File: src/rtl/uart_pkg.sv
// uart_pkg: register offsets, STATUS/CTRL bit indices and TX FSM state type for mmio_uart_tx
package uart_pkg;
   localparam logic [1:0] REG_TXDATA = 2'd0;
   localparam logic [1:0] REG_STATUS = 2'd1;
   localparam logic [1:0] REG_BAUD   = 2'd2;
   localparam logic [1:0] REG_CTRL   = 2'd3;
   localparam int ST_FULL      = 0;
   localparam int ST_EMPTY     = 1;
   localparam int ST_BUSY      = 2;
   localparam int ST_OVF       = 3;
   localparam int ST_LEVEL_LSB = 8;
   localparam int CTRL_EN      = 0;
   localparam int CTRL_IRQ     = 1;
   typedef enum logic [1:0] {IDLE, START, DATA, STOP} tx_state_t;
endpackage

File: src/rtl/sync_fifo.sv
// sync_fifo: single-clock FIFO; a push while full is accepted only when a pop happens in the same cycle
//   clk_i, resetn_i          : clock, asynchronous active-low reset (discards contents)
//   push_i, d_i              : push request and data
//   pop_i, q_o               : pop request and head-of-queue data
//   full_o, empty_o, level_o : occupancy flags and entry count
module sync_fifo #(
   parameter int WIDTH = 8,
   parameter int DEPTH = 8
) (
   input  logic                   clk_i,
   input  logic                   resetn_i,
   input  logic                   push_i,
   input  logic [WIDTH-1:0]       d_i,
   input  logic                   pop_i,
   output logic [WIDTH-1:0]       q_o,
   output logic                   full_o,
   output logic                   empty_o,
   output logic [$clog2(DEPTH):0] level_o
);
   localparam int AW = $clog2(DEPTH);
   localparam int CW = AW + 1;
   logic [WIDTH-1:0] mem_q [DEPTH];
   logic [AW-1:0] wp_q, rp_q;
   logic [CW-1:0] cnt_q;
   logic do_push, do_pop;
   assign empty_o = cnt_q == '0;
   assign full_o  = cnt_q == CW'(DEPTH);
   assign level_o = cnt_q;
   assign q_o     = mem_q[rp_q];
   assign do_pop  = pop_i && !empty_o;
   assign do_push = push_i && (!full_o || do_pop);
   always_ff @(posedge clk_i)
      if (do_push) mem_q[wp_q] <= d_i;
   always_ff @(posedge clk_i or negedge resetn_i)
      if (!resetn_i) begin
         wp_q  <= '0;
         rp_q  <= '0;
         cnt_q <= '0;
      end else begin
         if (do_push) wp_q <= wp_q + AW'(1);
         if (do_pop) rp_q <= rp_q + AW'(1);
         cnt_q <= cnt_q + CW'(do_push) - CW'(do_pop);
      end
endmodule

File: src/rtl/mmio_uart_tx.sv
// mmio_uart_tx: memory-mapped 8N1 UART transmitter with TX FIFO on the data-memory bus
//   clk_i, resetn_i      : clock, asynchronous active-low reset
//   cs_i, we_i, re_i     : chip select and write/read strobes (strobes qualified by cs_i)
//   ble_i, add_i, d_i    : byte-lane enables, byte offset ([3:2] selects register), write data
//   d_o                  : read data, registered one cycle after cs_i && re_i
//   tx_o                 : serial line, idles high
//   irq_o                : level interrupt, irq_en & FIFO empty & transmitter idle
import uart_pkg::*;
module mmio_uart_tx #(
   parameter int          FIFO_DEPTH   = 8,
   parameter logic [15:0] BAUD_DIV_RST = 16'd15
) (
   input  logic        clk_i,
   input  logic        resetn_i,
   input  logic        cs_i,
   input  logic        we_i,
   input  logic        re_i,
   input  logic [3:0]  ble_i,
   input  logic [3:0]  add_i,
   input  logic [31:0] d_i,
   output logic [31:0] d_o,
   output logic        tx_o,
   output logic        irq_o
);
   localparam int LW = $clog2(FIFO_DEPTH) + 1;
   tx_state_t state_q, state_d;
   logic [15:0] baud_q, cnt_q, cnt_d;
   logic [2:0] bit_q, bit_d;
   logic [7:0] sh_q, sh_d, fifo_q;
   logic [1:0] ctrl_q;
   logic [31:0] d_q, rdata, status;
   logic [LW-1:0] level;
   logic tx_q, tx_d, ovf_q, wr, push, pop, full, empty, busy, bit_end, unused_ok;
   assign unused_ok = ^{d_i[31:16], ble_i[3:2], add_i[1:0]};
   assign wr      = cs_i && we_i;
   assign push    = wr && add_i[3:2] == REG_TXDATA && ble_i[0];
   assign busy    = state_q != IDLE;
   // live compare against BAUDDIV so a smaller value written mid-bit ends the bit at once
   assign bit_end = cnt_q >= baud_q;
   assign tx_o    = tx_q;
   assign d_o     = d_q;
   assign irq_o   = ctrl_q[CTRL_IRQ] && empty && !busy;
   sync_fifo #(.WIDTH(8), .DEPTH(FIFO_DEPTH)) u_fifo (
      .clk_i   (clk_i),
      .resetn_i(resetn_i),
      .push_i  (push),
      .d_i     (d_i[7:0]),
      .pop_i   (pop),
      .q_o     (fifo_q),
      .full_o  (full),
      .empty_o (empty),
      .level_o (level)
   );
   assign status = {16'h0, 8'(level), 4'h0, ovf_q, busy, empty, full};
   assign rdata  = add_i[3:2] == REG_STATUS ? status :
                   add_i[3:2] == REG_BAUD   ? {16'h0, baud_q} :
                   add_i[3:2] == REG_CTRL   ? {30'h0, ctrl_q} : '0;
   always_ff @(posedge clk_i or negedge resetn_i)
      if (!resetn_i) begin
         baud_q <= BAUD_DIV_RST;
         ctrl_q <= '0;
         ovf_q  <= 1'b0;
         d_q    <= '0;
      end else begin
         if (wr && add_i[3:2] == REG_BAUD && ble_i[0]) baud_q[7:0] <= d_i[7:0];
         if (wr && add_i[3:2] == REG_BAUD && ble_i[1]) baud_q[15:8] <= d_i[15:8];
         if (wr && add_i[3:2] == REG_CTRL && ble_i[0]) ctrl_q <= d_i[1:0];
         // a push into a full FIFO is only lost when nothing drains it in the same cycle
         if (push && full && !pop) ovf_q <= 1'b1;
         else if (wr && add_i[3:2] == REG_STATUS && ble_i[0] && d_i[ST_OVF]) ovf_q <= 1'b0;
         if (cs_i && re_i) d_q <= rdata;
      end
   always_comb begin
      state_d = state_q;
      cnt_d   = cnt_q + 16'd1;
      bit_d   = bit_q;
      sh_d    = sh_q;
      tx_d    = tx_q;
      pop     = 1'b0;
      case (state_q)
         IDLE: begin
            cnt_d = '0;
            tx_d  = 1'b1;
            if (ctrl_q[CTRL_EN] && !empty) begin
               pop     = 1'b1;
               sh_d    = fifo_q;
               tx_d    = 1'b0;
               state_d = START;
            end
         end
         START: if (bit_end) begin
            cnt_d   = '0;
            bit_d   = '0;
            tx_d    = sh_q[0];
            state_d = DATA;
         end
         DATA: if (bit_end) begin
            cnt_d   = '0;
            bit_d   = bit_q + 3'd1;
            sh_d    = sh_q >> 1;
            tx_d    = bit_q == 3'd7 ? 1'b1 : sh_q[1];
            state_d = bit_q == 3'd7 ? STOP : DATA;
         end
         STOP: if (bit_end) begin
            cnt_d = '0;
            // chain straight into the next start bit so back-to-back frames have no gap
            if (ctrl_q[CTRL_EN] && !empty) begin
               pop     = 1'b1;
               sh_d    = fifo_q;
               tx_d    = 1'b0;
               state_d = START;
            end else begin
               tx_d    = 1'b1;
               state_d = IDLE;
            end
         end
         default: state_d = IDLE;
      endcase
   end
   always_ff @(posedge clk_i or negedge resetn_i)
      if (!resetn_i) begin
         state_q <= IDLE;
         cnt_q   <= '0;
         bit_q   <= '0;
         sh_q    <= '0;
         tx_q    <= 1'b1;
      end else begin
         state_q <= state_d;
         cnt_q   <= cnt_d;
         bit_q   <= bit_d;
         sh_q    <= sh_d;
         tx_q    <= tx_d;
      end
endmodule
File: config.mk
export PLATFORM = sky130hd
export DESIGN_NAME = mmio_uart_tx
export DESIGN_NICKNAME = d
export VERILOG_FILES = /design/src/rtl/uart_pkg.sv /design/src/rtl/sync_fifo.sv /design/src/rtl/mmio_uart_tx.sv
export SDC_FILE = /design/constraint.sdc
export NUM_CORES = 1
export LEC_CHECK = 0
export ABC_CLOCK_PERIOD_IN_PS = 3700
export BUFFER_PORTS_ARGS = -buffer_cell sky130_fd_sc_hd__buf_2
export CAP_MARGIN = 20
export CORE_MARGIN = 2
export CORE_UTILIZATION = 58
export DETAILED_ROUTE_END_ITERATION = 8
export HOLD_SLACK_MARGIN = 0.03
export PLACE_DENSITY = 0.87
export SETUP_SLACK_MARGIN = 0.02
export SLEW_MARGIN = 10
export SYNTH_ARGS = -nofsm -noshare
export SYNTH_HDL_FRONTEND = slang
export SYNTH_SLANG_ARGS = --single-unit
File: constraint.sdc
create_clock -name clk_i -period 3.7 [get_ports clk_i]
set_input_delay 0.37 -clock clk_i [delete_from_list [all_inputs] [get_ports clk_i]]
set_output_delay 0.37 -clock clk_i [all_outputs]
set_load 0.005 [all_outputs]
* Word-level counts from Yosys, hierarchy flattened *
Memories as Yosys holds them, arrays and structs flattened.
Index checks and enable logic that the tools add are counted.

storage, ports and cells
  bits in writable memories = 64
  logic and storage cells = 101
  flip-flop bits (word level) = 91
  input bits = 45
  memories = 1
  output and inout bits = 34

cells by class
  $lt $le $gt $ge = 1
  add/subtract/negate cells = 6
  muxes and demuxes = 32
  reduce and logical (&&, ||, !) cells = 36
  equality and inequality tests = 12

memory list
  name          depth  width  read ports  clocked after Yosys merged registers in  write ports  RTL line         RTL
  u_fifo.mem_q  8      8      1           0                                        1            sync_fifo.sv:22  logic [WIDTH-1:0] mem_q [DEPTH];

operator list
  kind                                                  number
  2-to-1 mux 16 bit                                     3
  one-hot mux 16 bit (2 select lines)                   1
  2-to-1 mux 8 bit                                      3
  one-hot mux 8 bit (3 select lines)                    1
  logical AND 1 bit                                     19
  adder 16 x 1 -> 16 bit (second input constant)        1
  greater-or-equal comparator 16 bit                    1
  2-to-1 mux 1 bit                                      13
  2-to-1 mux 2 bit                                      5
  adder 3 x 1 -> 3 bit (second input constant)          3
  AND reduction 3 bit                                   3
  equality test 2 bit (second input constant)           4
  != test 2 bit (second input constant)                 4
  one-hot mux 2 bit (4 select lines)                    1
  2-to-1 mux 3 bit                                      2
  one-hot mux 3 bit (2 select lines)                    1
  nonzero test 2 bit                                    3
  adder 4 x 1 -> 4 bit                                  1
  equality test 2 x 1 -> 1 bit (second input constant)  2
  equality test 4 bit (second input constant)           1
  zero test 1 bit                                       4
  zero test 2 bit                                       2
  zero test 4 bit                                       1
  one-hot mux 1 bit (4 select lines)                    1
  other kinds (7)                                       7

* Depth between registers and ports, before layout *
Gate-level depths: netlist (run 1).

  word-level depth = 11
  mapped depth = 14
  depth with buffers taken out = 14

* Modules after synthesis *
A second synthesis (run 1) with hierarchy kept.

second synthesis, totals
  cell total of the unflattened synthesis = 490
  area total of the unflattened synthesis = 6593.8 sq um

modules (own cells, without submodules)
  module        instances  seq. area each (sq um)  area an instance (sq um)  cells each
  mmio_uart_tx  1          1632.8                  3500.9                    337
  sync_fifo     1          2172.1                  3093.0                    153

* Worst setup path after synthesis (run 1) *
OpenSTA, ideal clock, no wires.

  path kind = register to register
  from = reg cnt_q[13]
  to = mem u_fifo.mem_q[0][0] (enable)
  arrival = 2973 ps
  required time = 3305 ps
  period minus slack after synthesis = 3368 ps
  slack = 332 ps
  stages on the path, launching flop included = 8
  setup time = 395 ps
  buffers on the path = 0
  cell sequence = dfrtp_1 -> ha_1 -> nand4_1 -> or3_1 -> or4_4 -> a31oi_4 -> o21ai_4 -> nor4_1

on the way
  longest elaborated chain between the ends = 8

RTL lines
  what                                    RTL line             RTL
  start, declared                         mmio_uart_tx.sv:27   logic [15:0] baud_q, cnt_q, cnt_d;
  start signal, assigned                  mmio_uart_tx.sv:129  cnt_q <= cnt_d;
  greater-or-equal comparator 16 bit      mmio_uart_tx.sv:39   assign bit_end = cnt_q >= baud_q;
  2-to-1 mux 1 bit                        mmio_uart_tx.sv:104  STOP: if (bit_end) begin
  one-hot mux 1 bit (2 select lines)      mmio_uart_tx.sv:80   case (state_q)
  logical AND 1 bit                       sync_fifo.sv:30      assign do_pop = pop_i && !empty_o;
  logical OR 1 bit                        sync_fifo.sv:31      assign do_push = push_i && (!full_o || do_pop);
  logical AND 1 bit                       sync_fifo.sv:31
  2-to-1 mux 1 bit                        sync_fifo.sv:33      if (do_push) mem_q[wp_q] <= d_i;
  2-to-1 mux 1 bit (implied by the code)  sync_fifo.sv:33
  end, declared                           sync_fifo.sv:22

No other way between the ends.

* Worst setup path after layout (run 1) *
  from = reg baud_q[13]
  to = reg u_fifo.cnt_q[2], in the netlist u_fifo.level_o[2]

on the way
  longest elaborated chain between the ends = 8

RTL lines
  what                                    RTL line             RTL
  start, declared                         mmio_uart_tx.sv:27
  start signal, assigned                  mmio_uart_tx.sv:66   if (wr && add_i[3:2] == REG_BAUD && ble_i[1]) baud_q[15:8] <= d_i[15:8];
  greater-or-equal comparator 16 bit (*)  mmio_uart_tx.sv:39
  2-to-1 mux 1 bit (*)                    mmio_uart_tx.sv:104
  one-hot mux 1 bit (2 select lines) (*)  mmio_uart_tx.sv:80
  logical AND 1 bit (*)                   sync_fifo.sv:30
  named net u_fifo.do_pop                 sync_fifo.sv:25      logic do_push, do_pop;
  logical OR 1 bit                        sync_fifo.sv:31
  logical AND 1 bit                       sync_fifo.sv:31
  adder 4 x 1 -> 4 bit                    sync_fifo.sv:42      cnt_q <= cnt_q + CW'(do_push) - CW'(do_pop);
  subtractor 4 x 1 -> 4 bit (*)           sync_fifo.sv:42
  end signal, assigned                    sync_fifo.sv:42
  end, declared                           sync_fifo.sv:24      logic [CW-1:0] cnt_q;

Mark *: on every way through the listed nets, which the timed path passes. The rest lies on a longest branch.
A chain may end at the register's enable or synchronous reset.

==> results of run 1 <==
[metrics by stage]
step           hold slack [ps]  area, um2  instances
2_1_floorplan            74.41       6500        501
3_3_place_gp             465.8       6807        665
3_5_place_dp             470.8       6807        665
4_1_cts                  38.54       7471        698
5_1_grt                  45.74       7471        698
6_report                 55.26       7471        698
[area by class of cell]
cell class | instances | area [um2] | area share
sequential | 139 | 3805 | 0.5093
multi-input combinational | 298 | 2391 | 0.3200
clock buffer | 23 | 436.7 | 0.05845
timing repair buffer | 56 | 320.3 | 0.04287
clock inverter | 9 | 217.7 | 0.02914
tap | 140 | 175.2 | 0.02345
inverter | 33 | 125.1 | 0.01675
[worst register-to-register path: cells and delay by family (launching register included)]
family	cells	cell delay [ps]
compound gates	1	210
xor+xnor	1	150
simple gates	4	1290
fa+ha+maj	4	1090
buf+inv	4	260
flops	1	360
[cells by family (layout without fill, tap and decap cells)]
| family | count (synthesis) | count (layout) | synth area share |
|---|---|---|---|
| buffers and inverters | 64 | 121 | 0.04719 |
| DFF | 139 | 139 | 0.5905 |
| other | 1 | 16 | 0.0005820 |
| and+or+nand+nor | 113 | 113 | 0.08563 |
| adders and majority gates | 33 | 33 | 0.06524 |
| xor gates and xnor gates | 17 | 17 | 0.02311 |
| muxes | 48 | 48 | 0.1103 |
| AOI/OAI and AO/OA | 71 | 71 | 0.07748 |
[where the power goes]
part / switching, mW / internal, mW
Clock: 0.616 / 1.30
Combinational: 0.656 / 0.629
Sequential: 0.293 / 1.86
[cells in the final DEF (no fill, tap or decap), types with 3 or more instances in the layout]
master and instances:
edfxtp_1 64, clkbuf_1 6, xnor2_1 9, mux2i_1 8, dfrtp_1 70, conb_1 16
a22o_1 8, bufinv_16 7, dfstp_2 5, nand4_1 5, nor4_1 4, nor3_1 6
buf_2 41, mux4_2 16, mux2_1 7, and3_1 6, mux2_2 17, ha_1 32
nand2_1 39, clkbuf_16 16, buf_4 14, a22oi_1 7, inv_1 32, or3_1 4
nor2b_1 3, nand3_1 8, xor2_1 8, nor2_1 25, a21oi_1 8, o21ai_0 29
[path summary, 6_finish.rpt]
path | start | to | depth (start not counted)
setup / recovery | baud_q[13] | u_fifo.level_o[2] | 14
setup reg to reg | baud_q[13] | u_fifo.level_o[2] | 14
hold / removal | d_i[15] | baud_q[15] | 2
max in group asynchronous | resetn_i | sh_q[5] | 2
min in group asynchronous | resetn_i | cnt_q[14] | 2
hold reg to reg | d_o[0] | d_o[0] | 2
[repair_timing]
item,CTS,global route
endpoints found under the setup margin,0,0
hold endpoints to repair,70,0
hold buffers,1,0
resized for setup,0,0
[sequential cells by signal, indices dropped and copies added (netlist names), 2 cells and up]
name	flops
u_fifo.level_o	4
ctrl_q	2
u_fifo.mem_q	64
sh_q	8
u_fifo.rp_q	3
baud_q	16
d_o	16
cnt_q	16
u_fifo.wp_q	3
state_q	2
bit_q	3
[layer usage]
metal | share of wire | vias to the layer above
met5 | 0 | -
met4 | 0.025 | 0
met3 | 0.069 | 34
met2 | 0.52 | 189
met1 | 0.39 | 2036
li1 | - | 1856
==> impl_results.md, run 1 <==
- Met1 GRT Util: 0.3214
- TritonCTS Sinks: 139
- CP Capture Type: register
- Worst-Skew Late Latency: 550 ps
- Setup Viol. Count Final: 0
- Max_cap viols: 0
- Diodes inserted: 0
- Syn-to-layout area delta: 15.94%
- Critical path class: register to register
- Family with the most delay on the worst path: simple AND/OR/NAND/NOR gates
- GRT met3 Usage: 0.06876
- Worst endpoint required time: 4130 ps
- Ys flop type: dfrtp_1
- First-pass GRT wire length: 22.54 mm
- Fin crit period: 3477 ps
- Post-synthesis instance area: 6444 um2
- Drt pass-1 iters: 5
- DRC errors left: 0
- Final net count: 623
- Crit path arrival time: 3900 ps
- CP Cell Sequence: inv_1 -> ha_1 -> nand4_1 -> or3_1 -> or4_4 -> a31oi_4 -> nor2_2 -> inv_1 -> ha_1 -> inv_1 -> ha_1 -> inv_1 -> fa_1 -> xnor2_1
- Hpwl dp: 8.982 mm
- Setup TNS: 0 ps
- Cell variety after synth: 58
- Number of synthesized flops with an enable pin: 64
- Setup WS pre-CTS: 332.7 ps
- HP Class: input port to register
- Final hold vios: 0
- Share of the clock period used by the worst path: 0.9397
- Setup Fix Bufs, Post-CTS: 0
- GR Util All Layers: 0.2595
- Core area: 10840 um2
- Initial Util: 0.5944
- I/O pin cnt: 79
- FILL cells: 713
- Status: completed
- Die width: 109.4 um
- ANT nets after route: 0
- Mean Syn Cell Area: 13.26 um2
- Leak Pwr: 3.181 nW
- Least-Margin Pin Slew: 939.6 ps
- Final Skew: 7.025 ps
- Initial DRC Count: 419
- Slew headroom: 0.3736
- Wire per inst: 19.90 um
- Post-layout util: 0.6892
- WP buf/inv: 4
- Post-synth top area cell: edfxtp_1
- Synth Instances: 486
- GRT met2 Usage: 0.4277
- GRT overflow: 0
- GR peak layer: met2
- Die area: 11970 um2
- Ys async rst share: 0.5396
- Share of layout cells above drive strength 1: 0.2276
- Pwr dens: 715.4 nW/um2
- Slowest stage cell on the critical path: or4_4
- CP dominant cell by count: inv_1
- Commonest cells post-synth: 70 x dfrtp_1, 64 x edfxtp_1, 39 x nand2_1
- Initial antenna violation count: 0
- Synth area leaders: edfxtp_1 30%, dfrtp_1 27%, ha_1 6.2%
- Drt total wl: 13.89 mm
- R2r setup slk: 220 ps
- Number of H-tree levels: 4
- Max stage delay on crit path: 590 ps
- Worst-path clk slew: 60 ps
- Die Ht: 109.4 um
- Via count: 4115
- Top-count cell post-synth: dfrtp_1
- Share of Yosys cell area claimed by the top area cell type: 0.2983
- CP startpoint kind: register
- Fmax: 287.6 MHz
- CTS max path bufs: 2
- FF+latch count, synth: 139
- Worst vdd ir: 431.3 uV
- Cts bufs inserted: 17
- Critical path fanouts, max: 3
- CTS tree: yes
- RSZ-0062 raised after global routing: false
- Vias in the first global route: 4291
- GPL Wtd Cong: 0.8475
- Worst setup margin: 223.3 ps
- Overall Power: 5.345 mW
- Final slew viol count: 0
- Port bufs: 42
- Row count: 38
- Warnings from Yosys: 0
- Sequential cell area fraction in the yosys report: 0.5905
- Vias/cell: 5.895
- Clock Root Buffer: clkbuf_8
- Largest net degree at the start of global routing: 76
(Power assumes the default switching activity.)
==> inputs of run 2 (changes only) <==
CORE_UTILIZATION = 33   (was 58)
PLACE_DENSITY = 0.57   (was 0.87)
==> run 2 against run 1 <==
Combinational power is 5% lower. Critical endpoint unchanged. Critical path type unchanged. Register-to-register slack better by 80 ps. Largest power group unchanged. Cell count is 18% higher. Sequential share of layout area is 0.34 points lower. Clock skew is 6.1 ps higher.
==> impl_results.md, run 2 (same netlist as run 1, synthesis figures left out) <==
- Status: completed
- Final slew viol count: 0
- Setup Viol. Count Final: 0
- Crit path arrival time: 3690 ps
- Least-Margin Pin Slew: 956.7 ps
- I/O pin cnt: 79
- RSZ-0062 raised after global routing: false
- Die Ht: 143.7 um
- ANT nets after route: 0
- Die width: 143.7 um
- Worst-path clk slew: 60 ps
- Worst endpoint required time: 4000 ps
- Vias in the first global route: 3937
- First-pass GRT wire length: 20.84 mm
- Cts bufs inserted: 17
- Syn-to-layout area delta: 16.72%
- Most frequent cells in the layout: 70 x dfrtp_1, 64 x edfxtp_1, 41 x buf_2
- Die area: 20660 um2
- Row count: 51
- CP Capture Type: register
- Vias/cell: 4.770
- Min Hold Slack: 111.8 ps
- Pwr dens: 654.4 nW/um2
- Slew headroom: 0.3622
- Fmax: 294.3 MHz
- Share of layout cells above drive strength 1: 0.2384
- Number of H-tree levels: 4
- Final Skew: 13.09 ps
- Initial DRC Count: 203
- Post-CTS Hold Buffers: 0
- Combined area of the multi-input logic cells: 2391 um2
- CTS max path bufs: 2
- HP Class: input port to asynchronous set/reset pin
- Wire per inst: 15.89 um
- Post-layout util: 0.3890
- Slowest stage cell on the critical path: or4_4
- Reg2reg end: u_fifo.level_o[2]
- Worst-case reg-to-reg path depth: 12
- Initial antenna violation count: 0
- Share of the clock period used by the worst path: 0.9184
- Fin crit period: 3398 ps
- Critical path fanouts, max: 8
- Diodes inserted: 0
- CP Cell Sequence: ha_1 -> nand4_1 -> or3_1 -> or4_4 -> a31oi_4 -> buf_4 -> o21ai_4 -> clkinv_2 -> ha_1 -> inv_1 -> fa_1 -> xnor2_1
- Final hold vios: 0
- GR Util All Layers: 0.1341
- Reg2reg start: cnt_q[13]
- Worst vdd ir: 353.2 uV
- Hpwl dp: 9.291 mm
- Worst-Skew Late Latency: 420 ps
- Critical path class: register to register
- Final net count: 623
- Setup TNS: 0 ps
- Worst setup margin: 302.0 ps
- Port bufs: 42
- WP buf/inv: 3
- Drt total wl: 13.08 mm
- Core area: 19330 um2
- Clock Root Buffer: clkbuf_16
- Setup WS pre-CTS: 311.0 ps
- Initial Util: 0.3333
- Final instance area: 7521 um2
- TritonCTS Sinks: 139
- Leak Pwr: 3.128 nW
- R2r setup slk: 300 ps
- Overall Power: 4.922 mW
- DRC errors left: 0
- Drt pass-1 iters: 4
- Family with the most delay on the worst path: simple AND/OR/NAND/NOR gates
- CP startpoint kind: register
- Max_cap viols: 0
- GRT overflow: 0
- Max stage delay on crit path: 590 ps
- FF/Latch Area: 3805 um2
- Via count: 3926
- Max FFs per register: 64
- Setup Fix Bufs, Post-CTS: 0
- FILL cells: 1840
- Largest net degree at the start of global routing: 76
- Cell Area, Placed: 6970 um2
- DP Cell Count: 791
- GPL Wtd Cong: 0.8324
- CTS tree: yes
- Final std cells w/o fill: 823
- Most flops, register: u_fifo.mem_q
- CP dominant cell by count: ha_1
- # resized after CTS: 0
- Commonest non-fill, non-tap cell in the layout: dfrtp_1
-- run 2: cell types whose count changed in the layout (fill, tap and decap cells not counted), moves of 2 or more --
cell	change
bufinv_16	-6
clkbuf_1	-5
clkinvlp_4	+4
inv_6	+3
clkinv_2	+2
clkinv_4	+2
-- run 2: final cells by class --
class                           count  share of cell area
Inverter                           33             0.01664
Tap cell                          265             0.04409
Timing Repair Buffer               56             0.04226
Clock buffer                       18             0.05706
Multi-Input combinational cell    298              0.3179
Clock inverter                     14             0.01614
Sequential cell                   139              0.5059
-- run 2: worst max-delay path by stage --
stage / depth (start not counted) / slack (ps) / to / start
floorplan: 7 / 330 / u_fifo.mem_q[0][0] / cnt_q[13]
global placement: 14 / 350 / u_fifo.level_o[2] / baud_q[15]
detailed placement: 13 / 310 / u_fifo.level_o[2] / baud_q[15]
CTS: 13 / 300 / u_fifo.level_o[2] / baud_q[15]
global route: 13 / 140 / u_fifo.level_o[2] / baud_q[14]
finish: 12 / 300 / u_fifo.level_o[2] / cnt_q[13]
-- run 2: power by group --
group	switching (mW)	leakage, nW	internal, mW
Combinational	0.597	1.34	0.620
Clock	0.641	0.258	0.923
Sequential	0.287	1.53	1.85
-- run 2: metal layers --
layer / GRT usage / wire length [um]
met1: 0.1630 / 5706
met2: 0.2286 / 6797
met3: 0.03499 / 354
met4: 0.05160 / 221
met5: 0 / 0
==> inputs of run 3 (changes only) <==
CELL_PAD_IN_SITES_DETAIL_PLACEMENT = 1   (was unset)
CELL_PAD_IN_SITES_GLOBAL_PLACEMENT = 2   (was unset)
CORE_MARGIN = 4   (was 2)
PLACE_DENSITY = 0.74   (was 0.57)
==> run 3 against run 2 <==
Non-clock buffer count unchanged. Setup slack lost 51 ps. Maximum frequency down 1.5%. Clock skew is 3.9 ps lower. Flip-flop and latch count is the same. Clock power rose by 9%.
==> impl_results.md, run 3 (same netlist as run 1, synthesis figures left out) <==
- Status: completed
- GPL Wtd Cong: 0.7390
- Final hold vios: 0
- RSZ-0062 raised after global routing: false
- Vias/cell: 4.858
- Critical path fanouts, max: 8
- Worst-path clk slew: 60 ps
- Diodes inserted: 0
- Crit path arrival time: 3500 ps
- Via count: 3974
- Clock Root Buffer: clkbuf_16
- Drt pass-1 iters: 4
- Pwr dens: 679.9 nW/um2
- Die area: 21830 um2
- Fin crit period: 3449 ps
- Setup Viol. Count Final: 0
- Setup TNS: 0 ps
- Initial antenna violation count: 0
- Wire per inst: 18.21 um
- Max_cap viols: 0
- Die Ht: 147.7 um
- Hpwl dp: 10.32 mm
- Commonest non-fill, non-tap cell in the layout: dfrtp_1
- Most frequent cells in the layout: 70 x dfrtp_1, 64 x edfxtp_1, 41 x buf_2
- Slew headroom: 0.3461
- Initial DRC Count: 200
- Initial Util: 0.3399
- Max FFs per register: 64
- Min Hold Slack: 110.7 ps
- DRC errors left: 0
- Fmax: 289.9 MHz
- Largest net degree at the start of global routing: 76
- Setup WS pre-CTS: 228.5 ps
- Worst vdd ir: 449.3 uV
- CP startpoint kind: register
- ANT nets after route: 0
- GR Util All Layers: 0.1451
- Worst-Skew Late Latency: 420 ps
- Worst setup margin: 250.8 ps
- Port bufs: 42
- First-pass GRT wire length: 24.33 mm
- Syn-to-layout area delta: 17.28%
- Worst endpoint required time: 3750 ps
- Share of layout cells above drive strength 1: 0.2348
- Share of the clock period used by the worst path: 0.9322
- Cell Area, Placed: 6957 um2
- CTS tree: yes
- Cts bufs inserted: 17
- TritonCTS Sinks: 139
- Final net count: 623
- Leak Pwr: 3.148 nW
- HP Class: input port to asynchronous set/reset pin
- Final Skew: 9.172 ps
- Least-Margin Pin Slew: 980.8 ps
- Row count: 50
- GRT overflow: 0
- Most flops, register: u_fifo.mem_q
- Setup Fix Bufs, Post-CTS: 0
- Final slew viol count: 0
- CTS max path bufs: 2
- # resized after CTS: 0
- Number of H-tree levels: 4
- CP Capture Type: register
- Critical path class: register to register
- Drt total wl: 14.89 mm
- Die width: 147.7 um
- I/O pin cnt: 79
- Core area: 18960 um2
- Vias in the first global route: 4368
- Post-CTS Hold Buffers: 0
- Final instance area: 7557 um2
## run 3: per-stage QoR
step | total power [mW] | std cells | utilization
2_1_floorplan | 3.049 | 501 | -
3_3_place_gp | 3.371 | 785 | 0.3670
3_5_place_dp | 3.455 | 785 | 0.3670
4_1_cts | 5.189 | 817 | 0.3979
5_1_grt | 5.474 | 818 | 0.3987
6_report | 5.138 | 818 | 0.3987
## run 3: cell type report
class                   instances  area, um2
multi-input cells             298       2391
clock buffers                  20      436.7
flip-flops and latches        139       3805
inverters                      33      125.1
clock inverters                12      148.9
fillers                      1963      11400
well taps                     260      325.3
repair buffers                 56      325.3
## run 3: worst paths after layout
kind                             from                  to  slack, ps  depth (start not counted)
setup / recovery           baud_q[13]  u_fifo.mem_q[4][3]        250                         10
hold / removal               resetn_i           cnt_q[13]        110                          1
setup reg to reg           baud_q[13]  u_fifo.mem_q[4][3]        250                         10
hold reg to reg                d_o[9]              d_o[9]        480                          2
max in group asynchronous    resetn_i             sh_q[0]       2950                          1
min in group clk_i            d_i[14]          baud_q[14]        180                          2
## run 3: layer usage
layer | vias to the layer above | wire [um] | global-route usage | share of wire
met4 | 0 | 171 | 0.04567 | 0.011
li1 | 1856 | - | - | -
met5 | - | 0 | 0 | 0
met2 | 60 | 7778 | 0.2496 | 0.52
met3 | 13 | 457 | 0.03158 | 0.031
met1 | 2045 | 6486 | 0.1832 | 0.44
## run 3: worst max-delay path, stage by stage, from the launching register on
cell,delay (ps)
dfrtp_1,370
inv_1,60
ha_1,300
nand4_1,160
or3_1,450
or4_4,590
a31oi_4,230
buf_4,170
o21ai_4,90
clkinv_2,130
and4_1,530
## run 3: where the power goes
part / switching, mW / internal (mW)
sequential: 0.285 / 1.86
clock: 0.644 / 1.05
combinational: 0.652 / 0.648
total: 1.58 / 3.56
